File: src/rtl/lsu_byte_serial_if.sv
// Bundle of the MEM-stage request/response handshake and the byte-wide memory
// bus seen by lsu_byte_serial. The slave view belongs to the LSU itself.
interface lsu_byte_serial_if #(
  parameter int ADDR_WIDTH = 32,
  parameter int DATA_WIDTH = 32
);
  logic                  req_valid;
  logic                  req_ready;
  logic                  req_we;
  logic [1:0]            req_size;
  logic                  req_sign;
  logic [ADDR_WIDTH-1:0] req_addr;
  logic [DATA_WIDTH-1:0] req_wdata;
  logic                  kill;
  logic                  resp_valid;
  logic [DATA_WIDTH-1:0] resp_rdata;
  logic                  busy;
  logic [ADDR_WIDTH-1:0] mem_a;
  logic                  mem_wr;
  logic [7:0]            mem_dout;
  logic [7:0]            mem_din;

  // master is the pipeline plus the external memory; slave is the LSU.
  modport master (
    output req_valid, req_we, req_size, req_sign, req_addr, req_wdata, kill, mem_din,
    input  req_ready, resp_valid, resp_rdata, busy, mem_a, mem_wr, mem_dout
  );

  modport slave (
    input  req_valid, req_we, req_size, req_sign, req_addr, req_wdata, kill, mem_din,
    output req_ready, resp_valid, resp_rdata, busy, mem_a, mem_wr, mem_dout
  );
endinterface

File: src/rtl/lsu_byte_serial.sv
// Byte-serial load/store unit: splits one 1/2/4/8-byte access into byte
// accesses, pipelines load addresses against READ_LATENCY, pulses completion.
module lsu_byte_serial #(
  parameter int ADDR_WIDTH   = 32,
  parameter int DATA_WIDTH   = 32,
  parameter int READ_LATENCY = 2
) (
  input logic              clk,
  input logic              rst,
  lsu_byte_serial_if.slave bus
);
  localparam int NB = DATA_WIDTH / 8;
  localparam int CW = 4;

  typedef enum logic [1:0] {
    S_IDLE,
    S_STORE,
    S_LOAD,
    S_RESP
  } state_e;

  state_e                  state_q, state_d;
  logic [CW-1:0]           nbytes_q, nbytes_d;
  logic [CW-1:0]           iss_q, iss_d;
  logic [CW-1:0]           cap_q, cap_d;
  logic [READ_LATENCY-1:0] pipe_q, pipe_d;
  logic                    rd_q, rd_d;
  logic                    sign_q, sign_d;
  logic [ADDR_WIDTH-1:0]   addr_q, addr_d;
  logic [DATA_WIDTH-1:0]   wdata_q, wdata_d;
  logic [DATA_WIDTH-1:0]   rbuf_q, rbuf_d;
  logic [ADDR_WIDTH-1:0]   mem_a_q, mem_a_d;
  logic                    mem_wr_q, mem_wr_d;
  logic [7:0]              mem_dout_q, mem_dout_d;
  logic                    resp_valid_q, resp_valid_d;
  logic [DATA_WIDTH-1:0]   resp_rdata_q, resp_rdata_d;

  logic                    idle_like;
  logic                    capture;
  logic                    fill;
  logic [DATA_WIDTH-1:0]   merged;
  logic [DATA_WIDTH-1:0]   extended;

  function automatic logic [CW-1:0] size_to_bytes(input logic [1:0] size);
    logic [CW-1:0] n;
    n = CW'(1) << size;
    if (n > CW'(NB)) n = CW'(NB);
    return n;
  endfunction

  assign idle_like = (state_q == S_IDLE) || (state_q == S_RESP);
  // pipe_q[i] set means the address issued i+1 cycles ago is still owed data.
  assign capture   = (state_q == S_LOAD) && pipe_q[READ_LATENCY-1];

  // Result assembly: drop the arriving byte into its lane, then extend.
  always_comb begin
    merged = rbuf_q;
    fill   = 1'b0;
    for (int i = 0; i < NB; i++) begin
      if (cap_q == CW'(i)) merged[8*i +: 8] = bus.mem_din;
    end
    for (int i = 0; i < NB; i++) begin
      if (nbytes_q == CW'(i + 1)) fill = merged[8*i + 7];
    end
    extended = merged;
    for (int i = 0; i < NB; i++) begin
      if (CW'(i) >= nbytes_q) extended[8*i +: 8] = {8{sign_q & fill}};
    end
  end

  // NOTE: every _d gets a default before the case so no path leaves a latch.
  always_comb begin
    state_d      = state_q;
    nbytes_d     = nbytes_q;
    iss_d        = iss_q;
    cap_d        = cap_q;
    pipe_d       = pipe_q;
    sign_d       = sign_q;
    addr_d       = addr_q;
    wdata_d      = wdata_q;
    rbuf_d       = rbuf_q;
    resp_rdata_d = resp_rdata_q;
    rd_d         = 1'b0;
    mem_a_d      = '0;
    mem_wr_d     = 1'b0;
    mem_dout_d   = '0;
    resp_valid_d = 1'b0;

    unique case (state_q)
      S_IDLE, S_RESP: begin
        iss_d   = '0;
        cap_d   = '0;
        pipe_d  = '0;
        state_d = S_IDLE;
        if (bus.req_valid) begin
          nbytes_d = size_to_bytes(bus.req_size);
          sign_d   = bus.req_sign;
          addr_d   = bus.req_addr;
          wdata_d  = bus.req_wdata;
          rbuf_d   = '0;
          iss_d    = CW'(1);
          mem_a_d  = bus.req_addr;
          if (bus.req_we) begin
            state_d    = S_STORE;
            mem_wr_d   = 1'b1;
            mem_dout_d = bus.req_wdata[7:0];
          end else begin
            state_d = S_LOAD;
            rd_d    = 1'b1;
          end
        end
      end

      S_STORE: begin
        if (iss_q < nbytes_q) begin
          mem_a_d    = addr_q + ADDR_WIDTH'(iss_q);
          mem_wr_d   = 1'b1;
          mem_dout_d = 8'(wdata_q >> {iss_q, 3'b000});
          iss_d      = iss_q + CW'(1);
        end else begin
          state_d      = S_RESP;
          resp_valid_d = 1'b1;
          resp_rdata_d = '0;
        end
      end

      S_LOAD: begin
        if (bus.kill) begin
          state_d = S_IDLE;
          iss_d   = '0;
          cap_d   = '0;
          pipe_d  = '0;
        end else begin
          pipe_d = (pipe_q << 1) | READ_LATENCY'(rd_q);
          if (iss_q < nbytes_q) begin
            mem_a_d = addr_q + ADDR_WIDTH'(iss_q);
            rd_d    = 1'b1;
            iss_d   = iss_q + CW'(1);
          end
          if (capture) begin
            rbuf_d = merged;
            cap_d  = cap_q + CW'(1);
            if (cap_q == nbytes_q - CW'(1)) begin
              state_d      = S_RESP;
              resp_valid_d = 1'b1;
              resp_rdata_d = extended;
            end
          end
        end
      end

      default: state_d = S_IDLE;
    endcase
  end

  // NOTE: state is updated with non-blocking assignments so every register
  // samples the pre-edge values computed above.
  always_ff @(posedge clk or posedge rst) begin
    if (rst) begin
      state_q      <= S_IDLE;
      nbytes_q     <= '0;
      iss_q        <= '0;
      cap_q        <= '0;
      pipe_q       <= '0;
      rd_q         <= 1'b0;
      sign_q       <= 1'b0;
      addr_q       <= '0;
      wdata_q      <= '0;
      rbuf_q       <= '0;
      mem_a_q      <= '0;
      mem_wr_q     <= 1'b0;
      mem_dout_q   <= '0;
      resp_valid_q <= 1'b0;
      resp_rdata_q <= '0;
    end else begin
      state_q      <= state_d;
      nbytes_q     <= nbytes_d;
      iss_q        <= iss_d;
      cap_q        <= cap_d;
      pipe_q       <= pipe_d;
      rd_q         <= rd_d;
      sign_q       <= sign_d;
      addr_q       <= addr_d;
      wdata_q      <= wdata_d;
      rbuf_q       <= rbuf_d;
      mem_a_q      <= mem_a_d;
      mem_wr_q     <= mem_wr_d;
      mem_dout_q   <= mem_dout_d;
      resp_valid_q <= resp_valid_d;
      resp_rdata_q <= resp_rdata_d;
    end
  end

  assign bus.req_ready  = idle_like;
  assign bus.busy       = !idle_like;
  assign bus.mem_a      = mem_a_q;
  assign bus.mem_wr     = mem_wr_q;
  assign bus.mem_dout   = mem_dout_q;
  assign bus.resp_valid = resp_valid_q;
  assign bus.resp_rdata = resp_rdata_q;
endmodule

File: src/flat_wrapper.sv
// flat-port wrapper written by rule: the top's interface ports become plain ports
module lsu_byte_serial_flat 
#(
  parameter int ADDR_WIDTH   = 32,
  parameter int DATA_WIDTH   = 32,
  parameter int READ_LATENCY = 2
)
  (clk, rst, bus_req_valid, bus_req_we, bus_req_size, bus_req_sign, bus_req_addr, bus_req_wdata, bus_kill, bus_mem_din, bus_req_ready, bus_resp_valid, bus_resp_rdata, bus_busy, bus_mem_a, bus_mem_wr, bus_mem_dout);
  lsu_byte_serial_if #(.ADDR_WIDTH(ADDR_WIDTH), .DATA_WIDTH(DATA_WIDTH)) bus_i ();
  input logic clk;
  input logic rst;
  input wire logic [$bits(bus_i.req_valid)-1:0] bus_req_valid;
  input wire logic [$bits(bus_i.req_we)-1:0] bus_req_we;
  input wire logic [$bits(bus_i.req_size)-1:0] bus_req_size;
  input wire logic [$bits(bus_i.req_sign)-1:0] bus_req_sign;
  input wire logic [$bits(bus_i.req_addr)-1:0] bus_req_addr;
  input wire logic [$bits(bus_i.req_wdata)-1:0] bus_req_wdata;
  input wire logic [$bits(bus_i.kill)-1:0] bus_kill;
  input wire logic [$bits(bus_i.mem_din)-1:0] bus_mem_din;
  output wire logic [$bits(bus_i.req_ready)-1:0] bus_req_ready;
  output wire logic [$bits(bus_i.resp_valid)-1:0] bus_resp_valid;
  output wire logic [$bits(bus_i.resp_rdata)-1:0] bus_resp_rdata;
  output wire logic [$bits(bus_i.busy)-1:0] bus_busy;
  output wire logic [$bits(bus_i.mem_a)-1:0] bus_mem_a;
  output wire logic [$bits(bus_i.mem_wr)-1:0] bus_mem_wr;
  output wire logic [$bits(bus_i.mem_dout)-1:0] bus_mem_dout;
  assign bus_i.req_valid = bus_req_valid;
  assign bus_i.req_we = bus_req_we;
  assign bus_i.req_size = bus_req_size;
  assign bus_i.req_sign = bus_req_sign;
  assign bus_i.req_addr = bus_req_addr;
  assign bus_i.req_wdata = bus_req_wdata;
  assign bus_i.kill = bus_kill;
  assign bus_i.mem_din = bus_mem_din;
  assign bus_req_ready = bus_i.req_ready;
  assign bus_resp_valid = bus_i.resp_valid;
  assign bus_resp_rdata = bus_i.resp_rdata;
  assign bus_busy = bus_i.busy;
  assign bus_mem_a = bus_i.mem_a;
  assign bus_mem_wr = bus_i.mem_wr;
  assign bus_mem_dout = bus_i.mem_dout;
  lsu_byte_serial #(.ADDR_WIDTH(ADDR_WIDTH), .DATA_WIDTH(DATA_WIDTH), .READ_LATENCY(READ_LATENCY)) u_core (.clk(clk), .rst(rst), .bus(bus_i));
endmodule
File: config.mk
export PLATFORM = sky130hd
export DESIGN_NAME = lsu_byte_serial_flat
export DESIGN_NICKNAME = d
export VERILOG_FILES = /design/src/rtl/lsu_byte_serial_if.sv /design/src/rtl/lsu_byte_serial.sv /design/src/flat_wrapper.sv
export SDC_FILE = /design/constraint.sdc
export NUM_CORES = 1
export LEC_CHECK = 0
export BUFFER_PORTS_ARGS = -buffer_cell sky130_fd_sc_hd__clkbuf_2
export CAP_MARGIN = 20
export CORE_MARGIN = 4
export CORE_UTILIZATION = 55
export CTS_BUF_LIST = sky130_fd_sc_hd__clkbuf_8 sky130_fd_sc_hd__clkbuf_16
export DETAILED_ROUTE_END_ITERATION = 8
export PLACE_DENSITY = 0.78
export SETUP_SLACK_MARGIN = 0.1
export SYNTH_ARGS = -nofsm -noshare
export SYNTH_HDL_FRONTEND = slang
export SYNTH_SLANG_ARGS = --single-unit
File: constraint.sdc
create_clock -name clk -period 9 [get_ports clk]
set_input_delay 1.8 -clock clk [delete_from_list [all_inputs] [get_ports clk]]
set_output_delay 1.8 -clock clk [all_outputs]
set_load 0.02 [all_outputs]
# Word level (Yosys, flattened, before mapping)
# Cells that the tools add are included.
[word_totals] regBits=188 latchBits=0 ramBits=0 rom_bits=0 inputBits=80 output_inout_bits=76 word_cells=119 n_memories=0
[op_classes] add_sub_neg=4 mul=0 n_div=0 magnitude_cmp=6 eq_ne=18 shifts=2 n_mux=59 bitwise=2 n_reduce_logical=13
[op_table] cell="32-bit 2-to-1 mux" n=10
[op_table] cell="32-bit case mux with 2 select lines" n=2
[op_table] cell="32-bit case mux with 3 select lines" n=1
[op_table] cell="8-bit 2-to-1 mux" n=11
[op_table] cell="32-bit by 4-bit adder with 32-bit output" n=1
[op_table] cell="32-bit by 7-bit >> shifter with 8-bit output" n=1
[op_table] cell="4-bit 2-to-1 mux" n=5
[op_table] cell="4-bit by 2-bit == test with 1-bit output, second input constant" n=4
[op_table] cell="8-bit case mux with 2 select lines" n=1
[op_table] cell="1-bit 2-to-1 mux" n=15
[op_table] cell="2-bit 2-to-1 mux" n=7
[op_table] cell="4-bit case mux with 3 select lines" n=1
[op_table] cell="4-bit by 1-bit adder with 4-bit output, second input constant" n=2
[op_table] cell="4-bit by 1-bit == test with 1-bit output, second input constant" n=2
[op_table] cell="1-bit by 4-bit greater-or-equal comparator with 1-bit output, first input constant" n=2
[op_table] cell="2-bit by 4-bit greater-or-equal comparator with 1-bit output, first input constant" n=2
[op_table] cell="2-bit != test, second input constant" n=4
[op_table] cell="4-bit case mux with 2 select lines" n=1
[op_table] cell="1-bit case mux with 2 select lines" n=3
[op_table] cell="2-bit case mux with 3 select lines" n=1
[op_table] cell="5-bit AND reduction" n=1
[op_table] cell="2-bit == test, second input constant" n=2
[op_table] cell="4-bit by 3-bit == test with 1-bit output, second input constant" n=1
[op_table] cell="4-bit == test" n=1
[op_table] cell="other kinds (21)" n=23

# Depth between registers and ports, before layout
# Gate-level depths: netlist of run 1.
[depth] ltp_word=12 ltp_mapped=9 mapped_depth_nobuf=8

# Worst setup path before layout of run 1
# OpenSTA, ideal clock, no wires.
[synth_path] path_type="input-to-reg" start="in bus_mem_din[7]" end="reg u_core.resp_rdata_q[0] (netlist: u_core.bus.resp_rdata[0])" setup_ps=101 t_arrival_ps=3114 t_required_ps=8899 path_slack_ps=5785 path_stages=5 path_buffers=1 cell_sequence="clkbuf_1 mux2i_1 a221oi_4 nor3_4 o32ai_1"
[synth_between] elab_chain_cells=11 word_cells_on_any_way=14 classes_between="mux (13); bitwise (1)"
[synth_rtl] element="start: declaration" line_no="flat_wrapper.sv:19" rtl="input wire logic [$bits(bus_i.mem_din)-1:0] bus_mem_din;"
[synth_rtl] element="8-bit 2-to-1 mux" line_no="lsu_byte_serial.sv:60" rtl="if (cap_q == CW'(i)) merged[8*i +: 8] = bus.mem_din;"
[synth_rtl] element="1-bit 2-to-1 mux (3 in a row)" line_no="lsu_byte_serial.sv:63" rtl="if (nbytes_q == CW'(i + 1)) fill = merged[8*i + 7];"
[synth_rtl] element="1-bit 2-to-1 mux (*)" line_no="lsu_byte_serial.sv:63"
[synth_rtl] element="1-bit AND (*)" line_no="lsu_byte_serial.sv:67" rtl="if (CW'(i) >= nbytes_q) extended[8*i +: 8] = {8{sign_q & fill}};"
[synth_rtl] element="8-bit 2-to-1 mux (*)" line_no="lsu_byte_serial.sv:67"
[synth_rtl] element="32-bit 2-to-1 mux (*)" line_no="lsu_byte_serial.sv:143" rtl="if (cap_q == nbytes_q - CW'(1)) begin"
[synth_rtl] element="32-bit 2-to-1 mux (*)" line_no="lsu_byte_serial.sv:140" rtl="if (capture) begin"
[synth_rtl] element="32-bit 2-to-1 mux (*)" line_no="lsu_byte_serial.sv:128" rtl="if (bus.kill) begin"
[synth_rtl] element="32-bit case mux with 2 select lines (*)" line_no="lsu_byte_serial.sv:89" rtl="unique case (state_q)"
[synth_rtl] element="end signal: assignment" line_no="lsu_byte_serial.sv:190" rtl="resp_rdata_q <= resp_rdata_d;"
[synth_rtl] element="end: declaration" line_no="lsu_byte_serial.sv:36" rtl="logic [DATA_WIDTH-1:0] resp_rdata_q, resp_rdata_d;"
# Every way passes the cells marked *; elsewhere a longest branch is shown, timed or not. The select of a mux whose other input is x is not followed.
# A chain may end at the register's enable or synchronous reset.

# Worst setup path after layout of run 1
[layout_path] start="in bus_kill" end="reg u_core.mem_a_q[28] (netlist: u_core.bus.mem_a[28])"
[layout_between] elab_chain_cells=2
[layout_rtl] element="start: declaration" line_no="flat_wrapper.sv:18" rtl="input wire logic [$bits(bus_i.kill)-1:0] bus_kill;"
[layout_rtl] element="32-bit 2-to-1 mux" line_no="lsu_byte_serial.sv:128"
[layout_rtl] element="32-bit case mux with 3 select lines" line_no="lsu_byte_serial.sv:89"
[layout_rtl] element="via u_core.mem_a_d[28]" line_no="lsu_byte_serial.sv:32" rtl="logic [ADDR_WIDTH-1:0] mem_a_q, mem_a_d;"
[layout_rtl] element="end signal: assignment" line_no="lsu_byte_serial.sv:186" rtl="mem_a_q <= mem_a_d;"
[layout_rtl] element="end: declaration" line_no="lsu_byte_serial.sv:32"
# The timed path passes the listed nets, and every way through them passes these cells.

==> results of run 1 <==
## cells by family after synthesis
kind of cell / Yosys count / share of synthesized area, %
and+or+nand+nor: 401 / 20.5
DFF: 188 / 50.9
AOI/OAI and AO/OA: 175 / 15.2
buffers and inverters: 113 / 4.88
xor gates and xnor gates: 33 / 3.12
adders and majority gates: 21 / 2.92
muxes: 13 / 2.53
## layer usage
layer | vias to the layer above | global-route usage [%] | wire length (microns)
met5 | - | 0 | 0
met1 | 3606 | 33.7 | 9920
met2 | 244 | 37.4 | 10400
li1 | 3523 | - | -
met3 | 31 | 4.86 | 1240
met4 | 0 | 7.37 | 368
## area by class of cell
type                       instances  area (sq um)
fill                            1321          5730
sequential                       188          4700
multi-input combinational        643          4100
timing repair buffer             165           868
clock buffer                      19           453
tap                              220           275
inverter                          61           236
clock inverter                    12           159
antenna                            2          5.00
## worst max-delay path: stages
cell and delay, ns:
clkbuf_2 0.10, nor2b_1 0.41, o21ai_1 0.27, a21o_1 0.57, or4_1 0.64, nand3_1 0.09
## per-stage QoR
| step | utilization, % | setup WS (ns) | power (mW) |
|---|---|---|---|
| floorplan | - | 2.09 | 2.09 |
| global placement | 61.4 | 5.06 | 2.38 |
| detailed placement | 61.4 | 5.03 | 2.42 |
| CTS | 65.1 | 5.46 | 3.21 |
| global route | 65.4 | 5.25 | 3.40 |
| finish | 65.4 | 5.46 | 3.20 |
## power groups by stage
| stage | Clock, mW | Combinational [mW] | Sequential [mW] |
|---|---|---|---|
| 2_1_floorplan | 0 | 0.816 | 1.28 |
| 3_3_place_gp | 0 | 1.13 | 1.26 |
| 3_5_place_dp | 0 | 1.16 | 1.26 |
| 4_1_cts | 0.795 | 1.17 | 1.25 |
| 5_1_grt | 0.831 | 1.29 | 1.28 |
| 6_report | 0.784 | 1.16 | 1.26 |
## flip-flops by register name, summed over array words and instances, names as in the netlist, 2 cells and up
register and cells:
u_core.bus.resp_rdata 32, u_core.bus.mem_a 32, u_core.pipe_q 2, u_core.addr_q 32
u_core.rbuf_q 32, u_core.iss_q 4, u_core.cap_q 4, u_core.bus.mem_dout 8
u_core.wdata_q 32, u_core.nbytes_q 4, u_core.state_q 2
## final timing paths
kind / end / slack (ns) / cells past startpoint
min: u_core.wdata_q[21] / 0.47 / 2
max reg2reg: u_core.bus.mem_a[28] / 5.69 / 8
max in group asynchronous: u_core.rbuf_q[26] / 6.39 / 4
min in group asynchronous: u_core.addr_q[26] / 1.50 / 2
max: u_core.bus.mem_a[28] / 5.46 / 6
min reg2reg: u_core.wdata_q[21] / 0.47 / 2
## cell usage in the layout, fill, tap and decap left out, drive strengths merged, types with 23 or more instances in the layout
cell,Yosys,final
clkbuf,37,175
o21ai,56,56
nand3,24,24
and3,26,26
a22o,30,30
xnor2,23,23
dfrtp,188,188
o32ai,32,32
nand2,259,259
inv,61,65
==> results_dict.tcl, run 1 <==
set metrics [dict create \
    dp.final_hpwl_microns 14900 \
    ys_ff_latch 188 \
    insertion_delay_ns 0.43 \
    std_cell_rows 47 \
    outcome "completed" \
    grt_overflow 0 \
    synth_edf_count 0 \
    via_per_inst 5.65 \
    place_area_sq_um 10100 \
    cp_max_fo 31 \
    seqPwrFrac_pct 39.2 \
    first_iter_violations 466 \
    skew_ns 0.00924 \
    boundaryPins 156 \
    cts_buffers 17 \
    slew_headroom_pct 34.0 \
    rsz0062_at_grt "false" \
    crit_path_start_kind "input port" \
    io_buffers 155 \
    startpoint "bus_kill" \
    start_util_pct 56.0 \
    track_usage_pct 23.9 \
    firstDrtPassIters 4 \
    seq_area_frac_synth_pct 50.9 \
    postRouteAntennaNets 0 \
    intPower_mw 1.93 \
    core_area_sq_um 16500 \
    synth_area_per_cell_sq_um 9.80 \
    yosysWarnings 0 \
    die_w_microns 138 \
    hp-class "reg -> reg" \
    die_h_microns 138 \
    path_clk_slew_ns 0.06 \
    antenna_found_initial 2 \
    cts_num_sinks 188 \
    max_cap_violations 0 \
    switching_power_mw 1.27 \
    drv_slew 0 \
    ys_types 63 \
    yosys-top-cells-area "dfrtp_1 (51%), nand2_1 (10%), o32ai_2 (3.7%), a22o_1 (2.8%), ha_1 (2.7%)" \
    htreeDepth 4 \
    syn_to_final_growth_pct 16.7 \
    clockBufferDepth 2 \
    drive_gt1_share_pct 22.3 \
    cts_hold_buf 0 \
    required_ns 9.36 \
    post_cts_buffers 0 \
    async_reset_ff_share_pct 100 \
    fin_area_sq_um 10800 \
    nets 1177 \
    synth.most_common_cell "nand2_1" \
    post-route-period-util_pct 39.3 \
    synth_common_cells "nand2_1 (257), dfrtp_1 (188), inv_1 (61)" \
    cts_tree "built" \
    synth_area_sq_um 9250 \
    cp.arrival_ns 3.89 \
    worst_pin_slew_ns 0.990 \
    min_period_ns 3.54 \
    hold_viol 0 \
    r2r_start "u_core.iss_q[0]" \
    p_leak_nw 5.19 \
    mappedNetlistNets 1045 \
    p_comb_share_pct 36.4 \
    synth_top_area_share_pct 50.9 \
    grt_pass1_vias 7196 \
    fmax_ghz 0.283 \
    fin_tns_setup_ns 0 \
    ir_drop_uv 247 \
    wl_per_cell_microns 16.8 \
    wl_microns 22000 \
    fin_cells 1310 \
    grt_max_degree 110 \
    drc 0 \
    root_buffer "clkbuf_16" \
    setup_viol 0 \
    swShare_pct 39.8 \
    hp-start "u_core.wdata_q[21]" \
    ys.flop_type "dfrtp_1" \
    post-place-cells 1275 \
    place.gp.congestion 0.817 \
    fp.dieArea_sq_um 19000 \
    synth_cells 944 \
    cts.repair.resized 0 \
    grt_pass1_wl_microns 35800 \
    crit_path_end_kind "flop" \
    pwr-share-clk_pct 24.5 \
    crit_type "in -> reg" \
    powerDensity_nw_per_um2 297 \
    vias 7404 \
    hold_ws_ns 0.474 \
    synth_area_leader_cell "dfrtp_1" \
]
No activity file was read; power rests on OpenSTA's default activity.
==> run 2, diff against run 1 <==
--- a/config.mk
+++ b/config.mk
@@ -5,13 +5,14 @@
 export SDC_FILE = /design/constraint.sdc
 export NUM_CORES = 1
 export LEC_CHECK = 0
+export ABC_AREA = 1
 export BUFFER_PORTS_ARGS = -buffer_cell sky130_fd_sc_hd__clkbuf_2
 export CAP_MARGIN = 20
 export CORE_MARGIN = 4
-export CORE_UTILIZATION = 55
+export CORE_UTILIZATION = 51
 export CTS_BUF_LIST = sky130_fd_sc_hd__clkbuf_8 sky130_fd_sc_hd__clkbuf_16
 export DETAILED_ROUTE_END_ITERATION = 8
-export PLACE_DENSITY = 0.78
+export PLACE_DENSITY = 0.76
 export SETUP_SLACK_MARGIN = 0.1
 export SYNTH_ARGS = -nofsm -noshare
 export SYNTH_HDL_FRONTEND = slang
==> constraint.sdc (replaced) <==
create_clock -name clk -period 3 [get_ports clk]
set_input_delay 0.6 -clock clk [delete_from_list [all_inputs] [get_ports clk]]
set_output_delay 0.6 -clock clk [all_outputs]
set_load 0.02 [all_outputs]
==> run 2 against run 1 <==
Against the previous run: area after synthesis is 0.58% lower; setup slack got worse by 5.0 ns; combinational power rose to 3.2 times the previous value; register-to-register slack lost 5.2 ns; via count is 11% higher; design area about the same; first-iteration DRC count up 26%; non-clock buffer count increased by 3; cell count grew 19%; worst hold slack lost 0.36 ns; sequential power rose to 3.0 times the previous value; sequential share of layout area about the same; critical path type is now reg -> reg; highest routed layer unchanged.
==> results_dict.tcl, run 2 <==
set metrics [dict create \
    fill_cells 1573 \
    mappedNetlistNets 1275 \
    cts_num_sinks 188 \
    final_cell_mix "nand2_1 (421), dfrtp_1 (188), clkbuf_2 (155)" \
    post_cts_buffers 0 \
    layout_commonest_cell "nand2_1" \
    rsz0062_at_grt "false" \
    die_h_microns 142 \
    grt_overflow 0 \
    cpMostUsedCell "inv_1" \
    clockBufferDepth 2 \
    fmax_ghz 0.392 \
    htreeDepth 4 \
    fp.dieArea_sq_um 20200 \
    via_per_inst 5.28 \
    cp_cell_sequence "inv_1 > ha_1 > inv_1 > nor2_1 > o21ai_1 > nor2_4 > inv_2 > a21oi_1 > o21ai_0 > nand2_1" \
    cp_slowest_cell "nor2_4" \
    max_cap_violations 0 \
    cts.repair.resized 0 \
    yosysWarnings 0 \
    boundaryPins 156 \
    drc 0 \
    grt_max_degree 104 \
    dp.final_hpwl_microns 16900 \
    synth_top_family_by_area "simple AND/OR/NAND/NOR gates" \
    std_cell_rows 48 \
    min_period_ns 2.55 \
    nets 1421 \
    path_buf_inv 3 \
    start_util_pct 52.6 \
    postRouteAntennaNets 0 \
    yosys-top-cells-area "dfrtp_1 (51%), nand2_1 (17%), o21ai_0 (5.9%), inv_1 (4.8%), nand3_1 (4.6%)" \
    drive_gt1_share_pct 17.1 \
    powerDensity_nw_per_um2 897 \
    fin_cells 1559 \
    utilization_pct 61.8 \
    slew_headroom_pct 66.0 \
    cts_tree "built" \
    path_clk_slew_ns 0.07 \
    p_leak_nw 5.83 \
    crit_family "simple AND/OR/NAND/NOR gates" \
    async_reset_ff_share_pct 100 \
    synth_fa_ha_area_share_pct 2.94 \
    syn_to_final_growth_pct 17.5 \
    synth_common_cells "nand2_1 (421), dfrtp_1 (188), inv_1 (117)" \
    synth.mux.area_fraction_pct 0 \
    grt_pass1_wl_microns 38800 \
    synth_top_area_share_pct 51.2 \
    cts_hold_buf 0 \
    post-route-period-util_pct 85.0 \
    synth_area_sq_um 9200 \
    hp-class "in -> async" \
    track_usage_pct 24.0 \
    ir_drop_uv 521 \
    drv_slew 0 \
    crit_path_end_kind "flop" \
    synth_compound_area_share_pct 10.9 \
    fin_tns_setup_ns 0 \
    insertion_delay_ns 0.43 \
    crit_type "reg -> reg" \
    root_buffer "clkbuf_16" \
    yosys.area_share.xor_xnor_pct 0.762 \
    wl_per_cell_microns 15.1 \
    crit_path_start_kind "flop" \
    post-place-cells 1526 \
    io_buffers 155 \
    skew_ns 0.00963 \
    grt_pass1_vias 8063 \
    synth_edf_count 0 \
    synth_area_per_cell_sq_um 7.83 \
    cp_max_fo 17 \
    cts_buffers 17 \
    wl_microns 23600 \
    ff2ff_setup_slack_ns 0.45 \
    worst_pin_slew_ns 0.509 \
    outcome "completed" \
    synth.most_common_cell "nand2_1" \
    yosys.area_share.simple_pct 27.0 \
    ys.flop_type "dfrtp_1" \
    cp.arrival_ns 2.92 \
    die_w_microns 142 \
    vias 8231 \
    setup_viol 0 \
    synth_cells 1174 \
    synth_area_leader_cell "dfrtp_1" \
    required_ns 3.37 \
    core_area_sq_um 17500 \
    first_iter_violations 586 \
    ys_ff_latch 188 \
    firstDrtPassIters 5 \
    seq_area_frac_synth_pct 51.2 \
    slowest_delay_ns 0.46 \
    hold_viol 0 \
    multi_input_area_sq_um 3830 \
    antenna_found_initial 1 \
    ys_types 32 \
    seq_area_sq_um 4700 \
    place.gp.congestion 0.942 \
]
run 2: cell types whose count changed in the layout (fill, tap and decap cells not counted), sizes merged, moves of 31 or more:
cell	delta
inv	+60
nand2	+173
nand3	+61
nor2	+36
o21ai	+57
o22ai	+31
o32ai	-32
run 2: through the flow:
stage	hold slack, ns	instance area [sq um]	total power [mW]	setup WS, ns
4_1_cts	0.119	10800	9.73	0.488
2_1_floorplan	0.449	9200	6.34	-0.0205
6_report	0.118	10800	9.69	0.450
3_3_place_gp	0.461	10200	7.37	0.650
5_1_grt	0.123	10800	10.4	0.176
3_5_place_dp	0.464	10200	7.46	0.516
run 2: final timing paths:
path,cells after the start,to,start
max in group asynchronous,3,u_core.wdata_q[22],rst
min in group clk,3,u_core.wdata_q[17],bus_req_wdata[17]
setup reg to reg,10,u_core.bus.mem_a[12],u_core.state_q[0]
hold reg to reg,2,u_core.bus.resp_rdata[13],u_core.bus.resp_rdata[13]
setup / recovery,10,u_core.bus.mem_a[12],u_core.state_q[0]
hold / removal,2,u_core.rbuf_q[18],rst
run 2: logic make-up (layout without fill, tap and decap cells):
logic type / count (synthesis) / count (layout)
AOI/OAI and AO/OA: 188 / 188
xor gates and xnor gates: 8 / 8
adders and majority gates: 21 / 21
buffers and inverters: 166 / 325
DFF: 188 / 188
other: 0 / 1
and+or+nand+nor: 603 / 603
run 2: where the power goes:
group          leakage [nW]  internal [mW]  switching [mW]
clock                 0.289           1.28           0.971
combinational          3.06           1.09            2.60
sequential             2.47           3.26           0.491
total                  5.83           5.63            4.06
run 2: area by class of cell:
cell class              count  area share [%]
flip-flops and latches    188            43.5
repair buffers            168            8.55
clock buffers              23            4.70
multi-input cells         820            35.4
clock inverters             9           0.776
well taps                 225            2.61
inverters                 125            4.38
diodes                      1          0.0232
run 2: per-layer routing:
layer | wire (microns) | global-route usage, % | vias up
met5 | 0 | 0 | -
met1 | 10200 | 32.1 | 3863
met2 | 11500 | 39.5 | 274
li1 | - | - | 4056
met4 | 484 | 9.04 | 0
met3 | 1490 | 3.97 | 38
run 2: worst register-to-register path, delay by kind of cell, from the launching register on:
family,cells,cell delay (ns)
AND/OR/NAND/NOR,3,0.70
buffers and inverters,3,0.51
adder cells (fa/ha/maj),1,0.44
AO/OA/AOI/OAI,3,0.44
flip-flops,1,0.40
==> run 3, diff against run 2 <==
--- a/config.mk
+++ b/config.mk
@@ -13,6 +13,7 @@
 export CTS_BUF_LIST = sky130_fd_sc_hd__clkbuf_8 sky130_fd_sc_hd__clkbuf_16
 export DETAILED_ROUTE_END_ITERATION = 8
 export PLACE_DENSITY = 0.76
+export RECOVER_POWER = 50
 export SETUP_SLACK_MARGIN = 0.1
 export SYNTH_ARGS = -nofsm -noshare
 export SYNTH_HDL_FRONTEND = slang
==> run 3 against run 2 <==
Against the previous run: the flow now finishes with violations (capacitance limit, slew limit); sequential share of layout area grew 0.39 points; sequential cell count did not move; cell count stayed put; register-to-register slack about the same; worst hold slack improved by 0.015 ns; sequential power hardly changed; setup slack better by 0.0070 ns; clock skew is 0.0019 ns higher; routed wire length is essentially flat; via count grew 0.21%; critical endpoint unchanged.
==> results_dict.tcl, run 3 (synthesis gave the netlist of run 2 again) <==
set metrics [dict create \
    wl_per_cell_microns 15.1 \
    drive_gt1_share_pct 14.3 \
    firstDrtPassIters 5 \
    cp_cell_sequence "inv_1 > ha_1 > inv_1 > nor2_1 > o21ai_1 > nor2_4 > inv_2 > a21oi_1 > o21ai_0 > nand2_1" \
    cts_hold_buf 0 \
    insertion_delay_ns 0.43 \
    first_iter_violations 602 \
    wl_microns 23600 \
    cts_buffers 17 \
    skew_ns 0.0115 \
    post-route-period-util_pct 84.8 \
    cp_slowest_cell "nor2_4" \
    dp.final_hpwl_microns 16900 \
    fp.dieArea_sq_um 20200 \
    worst_pin_slew_ns 1.85 \
    post_cts_buffers 0 \
    grt_overflow 0 \
    postRouteAntennaNets 0 \
    cts_tree "built" \
    grtUsageMet2_pct 39.5 \
    fill_cells 1598 \
    path_clk_slew_ns 0.07 \
    slew_headroom_pct -23.1 \
    antenna_found_initial 1 \
    grt_max_degree 104 \
    layout_commonest_cell "nand2_1" \
    grt_pass1_wl_microns 38800 \
    grt_pass1_vias 8063 \
    start_util_pct 52.6 \
    required_ns 3.37 \
    fin_tns_setup_ns 0 \
    grt_use_met1_pct 32.1 \
    grt-busiest-layer "met2" \
    htreeDepth 4 \
    hold_viol 0 \
    root_buffer "clkbuf_16" \
    rsz0062_at_grt "false" \
    met3_usage_pct 3.97 \
    drc 0 \
    cpMostUsedCell "inv_1" \
    crit_type "reg -> reg" \
    min_period_ns 2.54 \
    cts.repair.resized 0 \
    die_h_microns 142 \
    finalPower_mw 9.64 \
    syn_to_final_growth_pct 16.4 \
    clockBufferDepth 2 \
    nets 1421 \
    track_usage_pct 24.0 \
    outcome "finished, violations left" \
    cts_num_sinks 188 \
    slowest_delay_ns 0.45 \
    setup_viol 0 \
    crit_path_end_kind "flop" \
    cp_max_fo 17 \
    powerDensity_nw_per_um2 901 \
    max_cap_violations 1 \
    violations "capacitance limit, slew limit" \
    via_per_inst 5.29 \
    drv_slew 78 \
    final_cell_mix "nand2_1 (421), dfrtp_1 (188), clkbuf_2 (120)" \
    core_area_sq_um 17500 \
    fmax_ghz 0.393 \
    boundaryPins 156 \
    die_w_microns 142 \
    ir_drop_uv 519 \
    p_leak_nw 5.68 \
    crit_path_start_kind "flop" \
    std_cell_rows 48 \
    place.gp.congestion 0.942 \
    hp-class "in -> async" \
    cp.arrival_ns 2.91 \
    io_buffers 155 \
    vias 8248 \
]
[run 3: cell count changes in the layout (fill, tap and decap cells not counted)]
cell and change:
buf_12 -3, clkbuf_1 +38, clkbuf_2 -35, clkinvlp_2 +1, clkinvlp_4 -1
[run 3: through the flow]
step | utilization (%) | worst slack [ns] | hold slack [ns] | std cells | cell area, sq um
2_1_floorplan | - | -0.0205 | 0.449 | 1174 | 9200
3_3_place_gp | 58.4 | 0.650 | 0.461 | 1526 | 10200
3_5_place_dp | 58.4 | 0.516 | 0.464 | 1526 | 10200
4_1_cts | 61.8 | 0.488 | 0.119 | 1558 | 10800
5_1_grt | 61.3 | 0.176 | 0.149 | 1559 | 10700
6_report | 61.3 | 0.457 | 0.133 | 1559 | 10700
[run 3: final timing paths]
| check | start | end | slack, ns | cells after the start |
|---|---|---|---|---|
| max | u_core.state_q[0] | u_core.bus.mem_a[12] | 0.46 | 10 |
| min | rst | u_core.rbuf_q[18] | 0.13 | 2 |
| max reg2reg | u_core.state_q[0] | u_core.bus.mem_a[12] | 0.46 | 10 |
| min reg2reg | u_core.bus.resp_rdata[12] | u_core.bus.resp_rdata[12] | 0.47 | 2 |
| max in group asynchronous | rst | u_core.wdata_q[22] | 0.77 | 3 |
| min in group clk | bus_req_wdata[30] | u_core.wdata_q[30] | 0.36 | 3 |
[run 3: per-layer routing]
metal / vias to the layer above / part of all wire (%) / routed length [microns]
li1: 4058 / - / -
met1: 3885 / 44 / 10300
met2: 267 / 48 / 11400
met3: 38 / 6.1 / 1440
met4: 0 / 2.1 / 503
met5: - / 0 / 0
[run 3: layout make-up]
cell class | instances | area (sq um) | share of cell area, %
flip-flops and latches | 188 | 4700 | 43.9
diodes | 1 | 2.50 | 0.0234
repair buffers | 168 | 831 | 7.76
clock inverters | 9 | 83.8 | 0.783
well taps | 225 | 282 | 2.63
multi-input cells | 820 | 3830 | 35.7
inverters | 125 | 470 | 4.39
clock buffers | 23 | 508 | 4.74
[run 3: where the power goes]
group          internal [mW]  switching (mW)
registers               3.26           0.489
clock network           1.28           0.967
logic                   1.05            2.60
[run 3: critical path, delay by kind of cell (launching register included)]
family	cells	cell delay [ns]
simple gates	3	0.69
fa+ha+maj	1	0.44
flops	1	0.40
buf+inv	3	0.51
compound gates	3	0.44
